<file path="config.mk">
export PLATFORM = sky130hd
export DESIGN_NAME = param_counter
export DESIGN_NICKNAME = d
export VERILOG_FILES = /design/src/rtl/counter_pkg.sv /design/src/rtl/tick_divider.sv /design/src/rtl/param_counter.sv
export SDC_FILE = /design/constraint.sdc
export NUM_CORES = 1
export LEC_CHECK = 0
export CAP_MARGIN = 0
export CORE_AREA = 3 3 40 42
export DETAILED_ROUTE_END_ITERATION = 12
export DIE_AREA = 0 0 43 45
export GPL_TIMING_DRIVEN = 0
export SYNTH_ARGS = -nofsm -noshare
export SYNTH_HDL_FRONTEND = slang
export SYNTH_SLANG_ARGS = --single-unit
</file>
<file path="constraint.sdc">
create_clock -name clk -period 1.4 [get_ports clk]
set_input_delay 0.21 -clock clk [delete_from_list [all_inputs] [get_ports clk]]
set_output_delay 0.21 -clock clk [all_outputs]
set_load 0.01 [all_outputs]
</file>
<file path="src/rtl/counter_pkg.sv">
// Shared definitions for the parameterised counter: mode encodings and direction values.
package counter_pkg;

  typedef enum logic [1:0] {
    UP     = 2'd0,
    DOWN   = 2'd1,
    BOUNCE = 2'd2,
    HOLD   = 2'd3
  } mode_e;

  localparam logic DIR_UP   = 1'b0;
  localparam logic DIR_DOWN = 1'b1;

endpackage

</file>
<file path="src/rtl/tick_divider.sv">
// Enable-gated prescaler: emits a one-cycle tick on every DIV-th enabled cycle.
module tick_divider #(
  parameter int DIV = 1
) (
  input  logic clk,
  input  logic rst,
  input  logic en,
  input  logic clr,
  output logic tick
);

  localparam int CW = (DIV > 1) ? $clog2(DIV) : 1;
  localparam logic [CW-1:0] LAST = CW'(DIV - 1);
  localparam logic [CW-1:0] ONE  = CW'(1);

  if (DIV < 1) begin : g_bad_div
    $error("tick_divider: DIV must be >= 1 (got %0d)", DIV);
  end

  logic [CW-1:0] cnt_p0;

  // Tick is combinational so the counter steps on the same edge the divider wraps.
  assign tick = en && (cnt_p0 == LAST);

  always_ff @(posedge clk or posedge rst) begin
    if (rst) begin
      cnt_p0 <= '0;
    end else if (clr) begin
      cnt_p0 <= '0;
    end else if (en) begin
      cnt_p0 <= (cnt_p0 == LAST) ? '0 : cnt_p0 + ONE;
    end
  end

endmodule

</file>
<file path="src/rtl/param_counter.sv">
// Modulo counter with up/down/bounce/hold modes, prescaled stepping, clear, clamped load
// and a registered terminal-count pulse.
module param_counter
  import counter_pkg::*;
#(
  parameter int WIDTH    = 2,
  parameter int MODULUS  = 4,
  parameter int PRESCALE = 1
) (
  input  logic             clk,
  input  logic             rst,
  input  logic             en,
  input  logic [1:0]       mode,
  input  logic             clr,
  input  logic             load,
  input  logic [WIDTH-1:0] load_val,
  output logic [WIDTH-1:0] q,
  output logic             tc,
  output logic             dir
);

  if (MODULUS < 2 || $clog2(MODULUS) > WIDTH) begin : g_bad_mod
    $error("param_counter: MODULUS %0d outside 2..2**WIDTH (WIDTH=%0d)", MODULUS, WIDTH);
  end
  if (PRESCALE < 1) begin : g_bad_pre
    $error("param_counter: PRESCALE must be >= 1 (got %0d)", PRESCALE);
  end

  localparam logic [WIDTH-1:0] MAX = WIDTH'(MODULUS - 1);
  localparam logic [WIDTH-1:0] ONE = WIDTH'(1);

  // Out-of-range load values saturate to the top state so q never leaves 0..MODULUS-1.
  function automatic logic [WIDTH-1:0] sat_load(input logic [WIDTH-1:0] v);
    return (v > MAX) ? MAX : v;
  endfunction

  function automatic logic [WIDTH-1:0] inc_wrap(input logic [WIDTH-1:0] v);
    return (v == MAX) ? '0 : v + ONE;
  endfunction

  function automatic logic [WIDTH-1:0] dec_wrap(input logic [WIDTH-1:0] v);
    return (v == '0) ? MAX : v - ONE;
  endfunction

  logic             step_p0;
  logic             div_clr;
  logic [WIDTH-1:0] q_p0,   q_nx;
  logic             dir_p0, dir_nx;
  logic             tc_p0,  tc_nx;
  mode_e            mode_s;

  assign mode_s  = mode_e'(mode);
  assign div_clr = clr | load;

  tick_divider #(
    .DIV (PRESCALE)
  ) u_div (
    .clk  (clk),
    .rst  (rst),
    .en   (en),
    .clr  (div_clr),
    .tick (step_p0)
  );

  // Stage p0 -> p1: next-state selection with clr > load > step > hold priority.
  always_comb begin
    q_nx   = q_p0;
    dir_nx = dir_p0;
    tc_nx  = 1'b0;
    if (clr) begin
      q_nx   = '0;
      dir_nx = DIR_UP;
    end else if (load) begin
      q_nx = sat_load(load_val);
    end else if (step_p0) begin
      case (mode_s)
        UP: begin
          dir_nx = DIR_UP;
          q_nx   = inc_wrap(q_p0);
          tc_nx  = (q_p0 == MAX);
        end
        DOWN: begin
          dir_nx = DIR_DOWN;
          q_nx   = dec_wrap(q_p0);
          tc_nx  = (q_p0 == '0);
        end
        BOUNCE: begin
          if (dir_p0 == DIR_UP && q_p0 == MAX) begin
            q_nx   = MAX - ONE;
            dir_nx = DIR_DOWN;
            tc_nx  = 1'b1;
          end else if (dir_p0 == DIR_DOWN && q_p0 == '0) begin
            q_nx   = ONE;
            dir_nx = DIR_UP;
            tc_nx  = 1'b1;
          end else if (dir_p0 == DIR_DOWN) begin
            q_nx = q_p0 - ONE;
          end else begin
            q_nx = q_p0 + ONE;
          end
        end
        HOLD: begin
          q_nx = q_p0;
        end
        default: begin
          q_nx = q_p0;
        end
      endcase
    end
  end

  always_ff @(posedge clk or posedge rst) begin
    if (rst) begin
      q_p0   <= '0;
      dir_p0 <= DIR_UP;
      tc_p0  <= 1'b0;
    end else begin
      q_p0   <= q_nx;
      dir_p0 <= dir_nx;
      tc_p0  <= tc_nx;
    end
  end

  assign q   = q_p0;
  assign dir = dir_p0;
  assign tc  = tc_p0;

endmodule
</file>
## After elaboration in Yosys (flattened, before gate mapping)

Index checks and enable logic that the tools add are counted.

| storage, ports and cells | value |
|---|---|
| register bits | 5 |
| bits in latches | 0 |
| memory bits (writable) | 0 |
| ROM bits | 0 |
| bits of input ports | 9 |
| output and inout bits | 4 |
| memories | 0 |

| operators by class | value |
|---|---|
| $add $sub $neg | 3 |
| $mul | 0 |
| div/mod/pow operators | 0 |
| $lt $le $gt $ge | 1 |
| equal/unequal tests | 7 |
| shifts and indexed selects | 0 |
| multiplexer cells | 25 |
| bitwise operators | 3 |
| reduce and logical (&&, ||, !) cells | 11 |

Operators with widths:

| cell | number |
|---|---|
| 2-to-1 mux 2 bit | 9 |
| 2-to-1 mux 1 bit | 13 |
| == test 2 bit (second input constant) | 3 |
| one-hot mux 1 bit (3 select lines) | 2 |
| one-hot mux 2 bit (3 select lines) | 1 |
| zero test 2 bit | 2 |
| inequality test 4 bit (second input constant) | 1 |
| AND reduction 4 bit | 1 |
| nonzero test 2 bit | 2 |
| nonzero test 4 bit | 1 |
| logical AND 1 bit | 3 |
| inequality test 3 bit (second input constant) | 1 |
| nonzero test 3 bit | 1 |
| adder 2 x 1 -> 2 bit (second input constant) | 1 |
| == test 2 x 1 -> 1 bit (second input constant) | 1 |
| greater-than comparator 2 bit (second input constant) | 1 |
| inequality test 2 bit (second input constant) | 1 |
| NOT 1 bit | 2 |
| AND reduction 2 bit | 1 |
| subtractor 2 x 1 -> 2 bit (second input constant) | 1 |
| adder 1 bit (second input constant) | 1 |
| OR 1 bit | 1 |

## Logic depth before layout (Yosys ltp)

| logic depth | value |
|---|---|
| depth in word-level cells | 8 |
| gate-level depth with buffers | 6 |
| gate-level depth less buffers | 6 |

## By module

From an unflattened synthesis, not the netlist that was laid out.

| unflattened totals | value |
|---|---|
| cells, all modules | 52 |
| area total of the unflattened synthesis | 446.7 sq um |

By module, submodules not included:

| module | instances | cells an instance | area an instance (sq um) | sequential area each (sq um) |
|---|---|---|---|---|
| param_counter | 1 | 51 | 439.2 | 100.1 |
| tick_divider | 1 | 1 | 7.5 | 0.0 |

## Worst setup path after synthesis

OpenSTA, ideal clock, no wires.

| timing | value |
|---|---|
| kind | reg2reg |
| start point | register q_p0[0] (netlist: q[0]) |
| end point | register q_p0[1] (netlist: q[1]) |
| library setup time | 130 ps |
| arrival time | 1260 ps |
| setup slack | 9 ps |
| cell stages (with the launch flop) | 6 |
| path buffers | 0 |
| path through | dfrtp_1 inv_1 ha_1 a21boi_0 o41ai_1 a21oi_1 |

| on the way | value |
|---|---|
| word-level cells in the longest chain between the ends | 8 |

RTL lines:

| element | line | RTL |
|---|---|---|
| from (decl) | param_counter.sv:47 | `logic [WIDTH-1:0] q_p0, q_nx;` |
| from (signal assigned) | param_counter.sv:118 | `q_p0 <= q_nx;` |
| adder 2 x 1 -> 2 bit, or another cell as far along | param_counter.sv:38, param_counter.sv:99 |  |
| 2-to-1 mux 2 bit or logical AND 1 bit (tied branches) | param_counter.sv:96, param_counter.sv:92 |  |
| 2-to-1 mux 2 bit | param_counter.sv:92 | `end else if (dir_p0 == DIR_DOWN && q_p0 == '0) begin` |
| 2-to-1 mux 2 bit | param_counter.sv:88 | `if (dir_p0 == DIR_UP && q_p0 == MAX) begin` |
| one-hot mux 2 bit (3 select lines) * | param_counter.sv:76 | `case (mode_s)` |
| 2-to-1 mux 2 bit * | param_counter.sv:75 | `end else if (step_p0) begin` |
| 2-to-1 mux 2 bit * | param_counter.sv:73 | `end else if (load) begin` |
| 2-to-1 mux 2 bit * | param_counter.sv:70 | `if (clr) begin` |

Every way passes the cells marked *; elsewhere a longest branch is shown, timed or not. The select of a mux whose other input is x is not followed.
A chain may end at the register's enable or synchronous reset.

## Worst setup path after layout

Same ends and word-level chain as after synthesis.

==> results by group <==
Logic synthesis
  – Ys async rst share: 1.00
  – Mapped Nets: 73
  – Ys flop type: dfrtp_1
  – Seq/Total Area, Yosys: 0.219
  – Synthesized area: 457 sq um
  – Yosys warnings: 0
  – Flops & latches, synth: 4
  – Synth Instances: 57
  – Post-synth EDFFs: 0
  – Mapped Avg Cell Area: around 8 sq um
  – Netlist cell types: 24

Global route
  – GRT Util Overall: 0.135
  – Antenna violations before repair: 0
  – First-pass GRT wire length: 1.88 mm
  – Grt ovf: 0
  – Number of global-route vias before repair: about 430
  – Largest net degree at the start of global routing: 9

Power and ir drop
  – Max rail drop VDD: 483 uV
  – Total power: 0.464 mW
  – Pleak: 0.322 nW
  – Pwr dens: roughly 640 nW/um^2

Min path
  – HP Class: in2async

STA
  – Final Setup Violations: 0
  – Fmax: 721 MHz
  – Slew @ Worst Pin: about 290 ps
  – Final setup slack of the worst path: around 13 ps
  – RSZ-0062 raised after global routing: yes
  – Slew headroom: 0.804
  – Setup tns final: 0 ps
  – WHS: ~160 ps
  – Min Tclk post-route: 1390 ps
  – Final Cycle Share: 0.991
  – Fin. max-slew vios: 0
  – Clock skew: just under 7 ps
  – Fin. Hold Viols: 0

Clock network
  – Clock slew seen by the registers of the worst setup and hold paths: 40 ps
  – CTS Sinks: 4
  – Clock root buffer: clkbuf_4
  – Hold_buf cts: 0
  – Worst-Skew Late Latency: 240 ps
  – Num CTS Buffers: 3
  – CTS HTree Levels: 1
  – Clock tree buffer depth: 2
  – CTS tree: done

Cells and area
  – Final #Nets: 93
  – Fill cell count: approximately 120
  – Ant diodes: 0
  – Area Growth Syn to Fin: 58.6%
  – Non-filler cells, final: 90
  – Share of cells above drive strength 1: 0.347
  – Design area: 724 sq um
  – Util after Layout: 0.564

Die
  – IO Count: 13
  – Placeable Area: 1280 sq um
  – Die Y: 45 um
  – FP Rows: 13
  – Area of the die: 1940 sq um
  – Die W: 43 um
  – Initial Util: 0.355

Drt
  – Iteration-0 DRC Markers: 13
  – WL met1: just over 500 um
  – DR WL met2: 622 um
  – Routed WL per cell: 13.7 um
  – Vias per cell: 5.50
  – Uppermost layer routed: met4
  – Total wire length: 1.23 mm
  – Drt first pass iters: 4
  – Post-route ant nets: 0
  – DRC viols: 0
  – Metal3 WL: 85 um
  – Vias post-DR: 495

Setup path
  – CP startpoint kind: register
  – Crit path cell chain: inv_2 > ha_4 > a21boi_2 > o41ai_2 > a21oi_1
  – Nature of the critical path endpoint: register
  – Worst-path fanout max: 5
  – Sum of buffers and inverters on the critical path: 1
  – Register-to-Register Setup Slack: about 13 ps
  – CP startpoint: q[0]$_DFFE_PP0P_
  – Slowest stage cell, crit path: dfrtp_2
  – Crit path largest cell delay: approximately 440 ps
  – Req. time, crit path: 1510 ps
  – Crit Path Class: reg2reg
  – Worst R2R Start: q[0]$_DFFE_PP0P_
  – CP delay by family, top: compound AO/OA/AOI/OAI gates
  – Worst path arrival time: roughly 1500 ps

Place
  – Detail Placement HPWL: 848 um
  – PortBufs: 11
  – Pre-CTS setup slack: -543 ps
  – Placement Cell Area: 586 sq um
  – Placer Congestion: approximately 0.80
  – Inst Count DP: 83

Run status
  – Status: completed

Job
  – Max_cap viols: 0
## layout by cell type (no fill, tap or decap), types with 2 or more instances in the layout
cell and n:
clkbuf_4 3, ha_1 2, dfrtp_2 3, nand2_1 5, ha_4 4, nand2b_1 2
clkdlybuf4s50_1 7, o41ai_2 2, dlygate4sd2_1 2, inv_1 6, nor2_1 4, inv_2 3
nor2b_1 3, a21oi_1 6, buf_4 4
## path summary, 6_finish.rpt
check	endpoint	cells past startpoint
setup / recovery	q[1]$_DFFE_PP0P_	5
hold / removal	q[1]$_DFFE_PP0P_	2
setup reg to reg	q[1]$_DFFE_PP0P_	5
hold reg to reg	q[1]$_DFFE_PP0P_	2
max in group asynchronous	dir$_DFFE_PP0P_	2
min in group clk	q[1]$_DFFE_PP0P_	3
## state kept, by name, indices dropped and copies added (netlist names)
name / cells
dir: 1
q: 2
tc: 1
## logic make-up (layout without fill, tap and decap cells)
group / Yosys count / in the layout / synth area share
DFF: 4 / 4 / 0.219
buffers and inverters: 10 / 28 / 0.0849
AOI/OAI and AO/OA: 18 / 18 / 0.290
adders and majority gates: 7 / 7 / 0.192
and+or+nand+nor: 18 / 18 / 0.214
## metal layers
layer  GRT usage  up-vias
met2       0.210       20
met5           0        -
met3      0.0359        2
met4      0.0904        0
met1       0.165      234
li1            -      239
## synthesized netlist by cell type, drive strengths merged, types with 2 or more instances
cell | number | area [sq um]
a21oi | 6 | 30.0
dfrtp | 4 | 100
ha | 7 | 87.6
inv | 9 | 33.8
nand2 | 5 | 18.8
nand2b | 2 | 12.5
nor2 | 4 | 15.0
nor2b | 3 | 18.8
o41ai | 2 | 17.5
## timing repair
| action | 4_1_cts | 5_1_grt |
|---|---|---|
| pin swaps | 0 | 4 |
| buffers inserted | 3 | 1 |
| endpoints found under the setup margin | 7 | 5 |
| gates resized for setup | 8 | 17 |
| gates cloned | 0 | 0 |
| endpoints found under the hold margin | 0 | 0 |
## layout make-up
cell class	instances	area, sq um	area share
Buffer	1	5.00	0.00691
Clock buffer	3	22.5	0.0311
Inverter	9	33.8	0.0466
Multi-Input combinational cell	43	400	0.553
Sequential cell	4	104	0.143
Tap cell	15	18.8	0.0259
Timing Repair Buffer	15	140	0.193
## power by group
part / total, mW / leakage, nW / switching (mW) / internal (mW)
clock: 0.148 / 0.0138 / 0.0521 / 0.0962
sequential: 0.134 / 0.0493 / 0.0105 / 0.124
combinational: 0.182 / 0.259 / 0.0882 / 0.0937
Power figures use the tool's default switching activity.
==> patch 1: new RTL, config.mk and constraints unchanged <==
Set the parameter `MODULUS` to 2 (it was 4).
--- a/src/rtl/param_counter.sv
+++ b/src/rtl/param_counter.sv
@@ -4,7 +4,7 @@
   import counter_pkg::*;
 #(
   parameter int WIDTH    = 2,
-  parameter int MODULUS  = 4,
+  parameter int MODULUS  = 2,
   parameter int PRESCALE = 1
 ) (
   input  logic             clk,
Behaviour: not the same (Yosys sat finds a counterexample within 4 cycles, from zero or initial values and one cycle with rst high).
==> patch 1 against the unedited design <==
- the flow now finishes with violations (setup timing)
- sequential share of layout area rose by 0.23 points
- area after synthesis rose by 1.6%
- cell count is 4.4% lower
- wire length down 13%
- global-route usage fell by 0.083 points
- critical path depth is 1 higher
- first-iteration DRC count up 54%
- sequential cell count unchanged
- power fell by 1.2%
- setup slack worse by 0.038 ns
- clock power is 7% higher
- design area fell by 2.8%
- largest cell class unchanged
==> patch 1: results (changes against the unedited design) <==
status:
  status: "finished, violations left"
  failed_checks: "setup timing"
synth:
  synth_common_cells: "10 x ha_1, 7 x inv_1, 4 x dfrtp_1, 4 x nand2_1"
  syn_inst: 51  # -11%
  synth-seq-area-share_pct: 21.6  # -0.35 points
  synth.most_common_cell: "ha_1"
  synthesis.nets: 70  # -4.1%
  synthTopCellsByArea: "ha_1 27%, dfrtp_1 22%, inv_1 5.7%"
  synth_cell_types: 23  # -4.2%
sta:
  clock_skew_ns: 0.00845  # +0.00155 ns
  finalSetupTns_ns: -0.0249  # -0.0249 ns
  timing.hold.ws_ns: 0.153  # -0.00528 ns
  setup_ws_ns: -0.0249  # -0.0379 ns
  setup_viol: 1  # +1
placed_design:
  pre_cts_ws_ns: -0.513  # +0.0292 ns
  dpl.cell_count: 78  # -6.0%
  io_buffers: 12  # +1
  gp_congestion: 0.724  # -9.9%
worst_setup_path:
  max_stage_delay_ns: 0.42  # -0.02 ns
  cp_top_family: "flip-flops"
  r2r.worst_path.cells: 6  # +1
global_route:
  grt_use_total_pct: 13.4  # -0.083 points
  grt_pass1_wl_um: 1970  # +5.2%
routing:
  drtIter0Drc: 20  # +7
  routedWlPerCell_um: 12.5  # -9.1%
  vias_per_cell: 5.29  # -3.8%
finish:
  areaGrowthSynthToFinish_pct: 51.8
  num-fill-cells: 118  # -3.3%
  nets: 91  # -2.2%
  fin_cells: 86  # -4.4%
  drive_gt1_share_pct: 31.0  # -3.7 points
power_and_ir_drop:
  p_leak_nw: 0.311  # -3.6%
## patch 1: cell types whose count changed after synthesis, sizes merged, moves of 2 or more
| cell | before | now |
|---|---|---|
| nor2b | 3 | 0 |
| a31oi | 0 | 2 |
| ha | 7 | 10 |
| a31o | 0 | 3 |
| o21ai | 1 | 3 |
| inv | 9 | 7 |
| nor4bb | 0 | 2 |
| a21oi | 6 | 0 |
## patch 1: cell type report
| class | count | share of cell area [%] |
|---|---|---|
| inverters | 7 | 3.73 |
| multi-input cells | 40 | 54.7 |
| well taps | 15 | 2.66 |
| flip-flops and latches | 4 | 14.6 |
| repair buffers | 16 | 20.6 |
| clock buffers | 4 | 3.73 |
## patch 1: per-layer routing
metal | global-route usage, % | vias to the layer above | part of all wire, %
met5 | 0 | - | 0
met4 | 3.61 | 0 | 1.7
met3 | 4.78 | 2 | 4.5
met2 | 22.8 | 14 | 50
met1 | 16.2 | 207 | 44
li1 | - | 232 | -
## patch 1: cells by family (layout without fill, tap and decap cells)
| logic type | after synthesis | after routing | synth area share, % |
|---|---|---|---|
| AO/OA/AOI/OAI | 15 | 15 | 25.9 |
| AND/OR/NAND/NOR | 15 | 15 | 19.9 |
| adder cells (fa/ha/maj) | 10 | 10 | 27.0 |
| buffers and inverters | 7 | 27 | 5.66 |
| flip-flops | 4 | 4 | 21.6 |
## patch 1: how the worst max path moves through the flow
stage | startpoint | end | cells after the start
2_1_floorplan | q[0] | q[1] | 6
3_3_place_gp | mode[0] | q[1] | 7
3_5_place_dp | mode[0] | q[1] | 7
4_1_cts | q[0] | q[1] | 6
5_1_grt | q[1] | tc | 6
6_report | q[0] | q[1] | 6
## patch 1: power groups by stage
stage	logic [mW]	clock network, mW	registers [mW]
6_report	0.170	0.158	0.131
3_3_place_gp	0.138	0	0.133
2_1_floorplan	0.0803	0	0.134
4_1_cts	0.169	0.164	0.131
5_1_grt	0.189	0.176	0.132
3_5_place_dp	0.139	0	0.133
## patch 1: what timing repair did
item,CTS,global route
setup endpoints to repair,7,4
pin swaps,4,2
resized for setup,11,1
buffers inserted,4,0
==> patch 2: new RTL, config.mk and constraints unchanged <==
Without the edit above. Register the input `load` before use, with the module's reset. The logic sees it one clock later. The other inputs are not delayed to match.
--- a/src/rtl/param_counter.sv
+++ b/src/rtl/param_counter.sv
@@ -18,6 +18,16 @@
   output logic             tc,
   output logic             dir
 );
+
+  logic load_q;
+
+  always_ff @(posedge clk or posedge rst) begin
+    if (rst) begin
+      load_q <= '0;
+    end else begin
+      load_q <= load;
+    end
+  end
 
   if (MODULUS < 2 || $clog2(MODULUS) > WIDTH) begin : g_bad_mod
     $error("param_counter: MODULUS %0d outside 2..2**WIDTH (WIDTH=%0d)", MODULUS, WIDTH);
@@ -50,7 +60,7 @@
   mode_e            mode_s;
 
   assign mode_s  = mode_e'(mode);
-  assign div_clr = clr | load;
+  assign div_clr = clr | load_q;
 
   tick_divider #(
     .DIV (PRESCALE)
@@ -70,7 +80,7 @@
     if (clr) begin
       q_nx   = '0;
       dir_nx = DIR_UP;
-    end else if (load) begin
+    end else if (load_q) begin
       q_nx = sat_load(load_val);
     end else if (step_p0) begin
       case (mode_s)
Function: changed (a bounded check fails within 4 cycles, from zero or initial values and one cycle with rst high).
==> patch 2 against the unedited design <==
- clock power grew 15%
- global-route usage shrank 1.3 points
- sequential cell count is 1 higher
- critical endpoint is now dir
- sequential power rose by 22%
- largest cell class unchanged
- area after synthesis rose by 1.4%
- design area shrank 6.7%
- sequential share of layout area rose by 4.2 points
- power increased by 3.9%
- setup slack better by 0.0012 ns
- wire length fell by 12%
- cell count is 6.7% lower
- count of clock-buffer cells in the layout is 1 higher
- fmax about the same
==> patch 2: results (changes against the unedited design) <==
placed_design:
  placed_cell_area_um2: 602  # +2.8%
  io_buffers: 12  # +1
  hpwl_um: 803  # -5.4%
  gp_congestion: 0.841  # +4.7%
  dpl.cell_count: 79  # -4.8%
global_route:
  grt_pass1_vias: 439  # +2.8%
  grt_pass1_wl_um: 1780  # -5.1%
  grt_antenna_before_repair: 0  # unchanged
  grt_use_total_pct: 12.2  # -1.3 points
  grt_max_degree: 8  # -1
synth:
  synthTopCellsByArea: "dfrtp_1 27%, ha_1 19%, inv_1 4.9%"
  synth_cell_types: 21  # -13%
  synth.most_common_cell: "ha_1"
  yosys_warnings: 0  # unchanged
  synth-seq-area-share_pct: 27.0  # +5.1 points
  syn_inst: 52  # -8.8%
  synthesis.nets: 68  # -6.8%
  synth_common_cells: "7 x ha_1, 6 x inv_1, 5 x dfrtp_1"
sta:
  worstMarginPinSlew_ns: 0.269  # -0.0218 ns
  clock_skew_ns: 0.00545  # -0.00144 ns
  timing.hold.ws_ns: 0.175  # +0.0168 ns
routing:
  vias_per_cell: 5.30  # -3.7%
  drtIter0Drc: 22  # +9
  drt-total-wl_um: 1090  # -12%
  drtPass1Iterations: 5  # +1
power_and_ir_drop:
  netSwitchingPower_mw: 0.145  # -4.0%
  vdd_drop_max_v: 0.000524  # +8.6%
  p_leak_nw: 0.321  # -0.55%
worst_setup_path:
  r2r.worst_path.cells: 6  # +1
  crit_fanout: 4  # -1
  cp_top_family: "flip-flops"
  r2r_end: "dir"
  slowest_stage: "dfrtp_1"
  critical_path_arrival_ns: 1.52  # +0.02 ns
  reg2reg_setup_slack_ns: 0.01
status:
  status: "finished, final reports clean"
finish:
  fin_cells: 84  # -6.7%
  nets: 86  # -7.5%
  drive_gt1_share_pct: 20.3  # -14 points
cts:
  insertion_delay_ns: 0.24  # about the same
hold_path:
  min_path_type: "input pin to async pin"
patch 2: changes by cell type in the layout (fill, tap and decap cells not counted), moves of 2 or more:
| cell | change |
|---|---|
| buf_4 | -3 |
| o41ai_2 | -2 |
| nand2_1 | -2 |
| nor2b_1 | -2 |
| ha_4 | -2 |
| inv_2 | -3 |
| and2_2 | +2 |
| a21oi_1 | -2 |
| dfrtp_2 | -3 |
| dfrtp_1 | +4 |
patch 2: layout make-up:
cell class              count  area, µm²  share of cell area [%]
flip-flops and latches      5        125                    18.5
clock buffers               4       26.3                    3.89
repair buffers             13        126                    18.7
well taps                  15       18.8                    2.78
multi-input cells          41        357                    52.8
inverters                   6       22.5                    3.33
patch 2: stage by stage:
stage / setup slack (ns) / util (%)
after detailed placement: -0.489 / 46.8
final: 0.0142 / 52.6
after floorplan: 0.0556 / -
after global placement: -0.490 / 46.8
after CTS: 0.00548 / 50.9
after global routing: -0.0759 / 52.6
patch 2: repair_timing:
item / CTS / global route
gates resized for setup: 9 / 5
endpoints found under the hold margin: 0 / 0
setup endpoints to repair: 6 / 3
buffers inserted: 1 / 0
pin swaps: 0 / 1
patch 2: worst max-delay path by stage:
| stage | startpoint | endpoint | slack (ns) | cells past startpoint |
|---|---|---|---|---|
| 6_report | q[0] | dir | 0.01 | 6 |
| 4_1_cts | q[1] | q[1] | 0.005 | 1 |
| 2_1_floorplan | q[0] | dir | 0.06 | 5 |
| 3_3_place_gp | mode[0] | q[0] | -0.49 | 7 |
| 3_5_place_dp | mode[0] | q[0] | -0.49 | 7 |
| 5_1_grt | q[0] | dir | -0.08 | 5 |
patch 2: cell families after synthesis:
| group | Yosys count | synth area share (%) |
|---|---|---|
| AOI/OAI and AO/OA | 18 | 28.4 |
| and+or+nand+nor | 16 | 20.8 |
| adders and majority gates | 7 | 18.9 |
| buffers and inverters | 6 | 4.86 |
| DFF | 5 | 27.0 |
patch 2: routing by layer:
metal  vias up  share of wire (%)  global-route usage (%)  routed length (µm)
met5         -                  0                       0                   0
met4         0                  0                       0                   0
met3         0                2.3                    3.59                  25
met2        10                 51                    22.5                 557
met1       209                 46                    15.1                 506
li1        226                  -                       -                   -
patch 2: worst register-to-register path, stage by stage, from the launching register on:
cell and delay [ns]:
dfrtp_1 0.43, inv_1 0.11, ha_2 0.19, inv_1 0.07
a311oi_2 0.23, nor2_1 0.07, a21o_1 0.18
patch 2: power by group through the flow:
stage          clock network [mW]  registers [mW]  logic [mW]
6_report                    0.170           0.164       0.148
2_1_floorplan                   0           0.167      0.0730
4_1_cts                     0.175           0.162       0.142
5_1_grt                     0.185           0.166       0.166
3_3_place_gp                    0           0.165       0.131
3_5_place_dp                    0           0.165       0.131
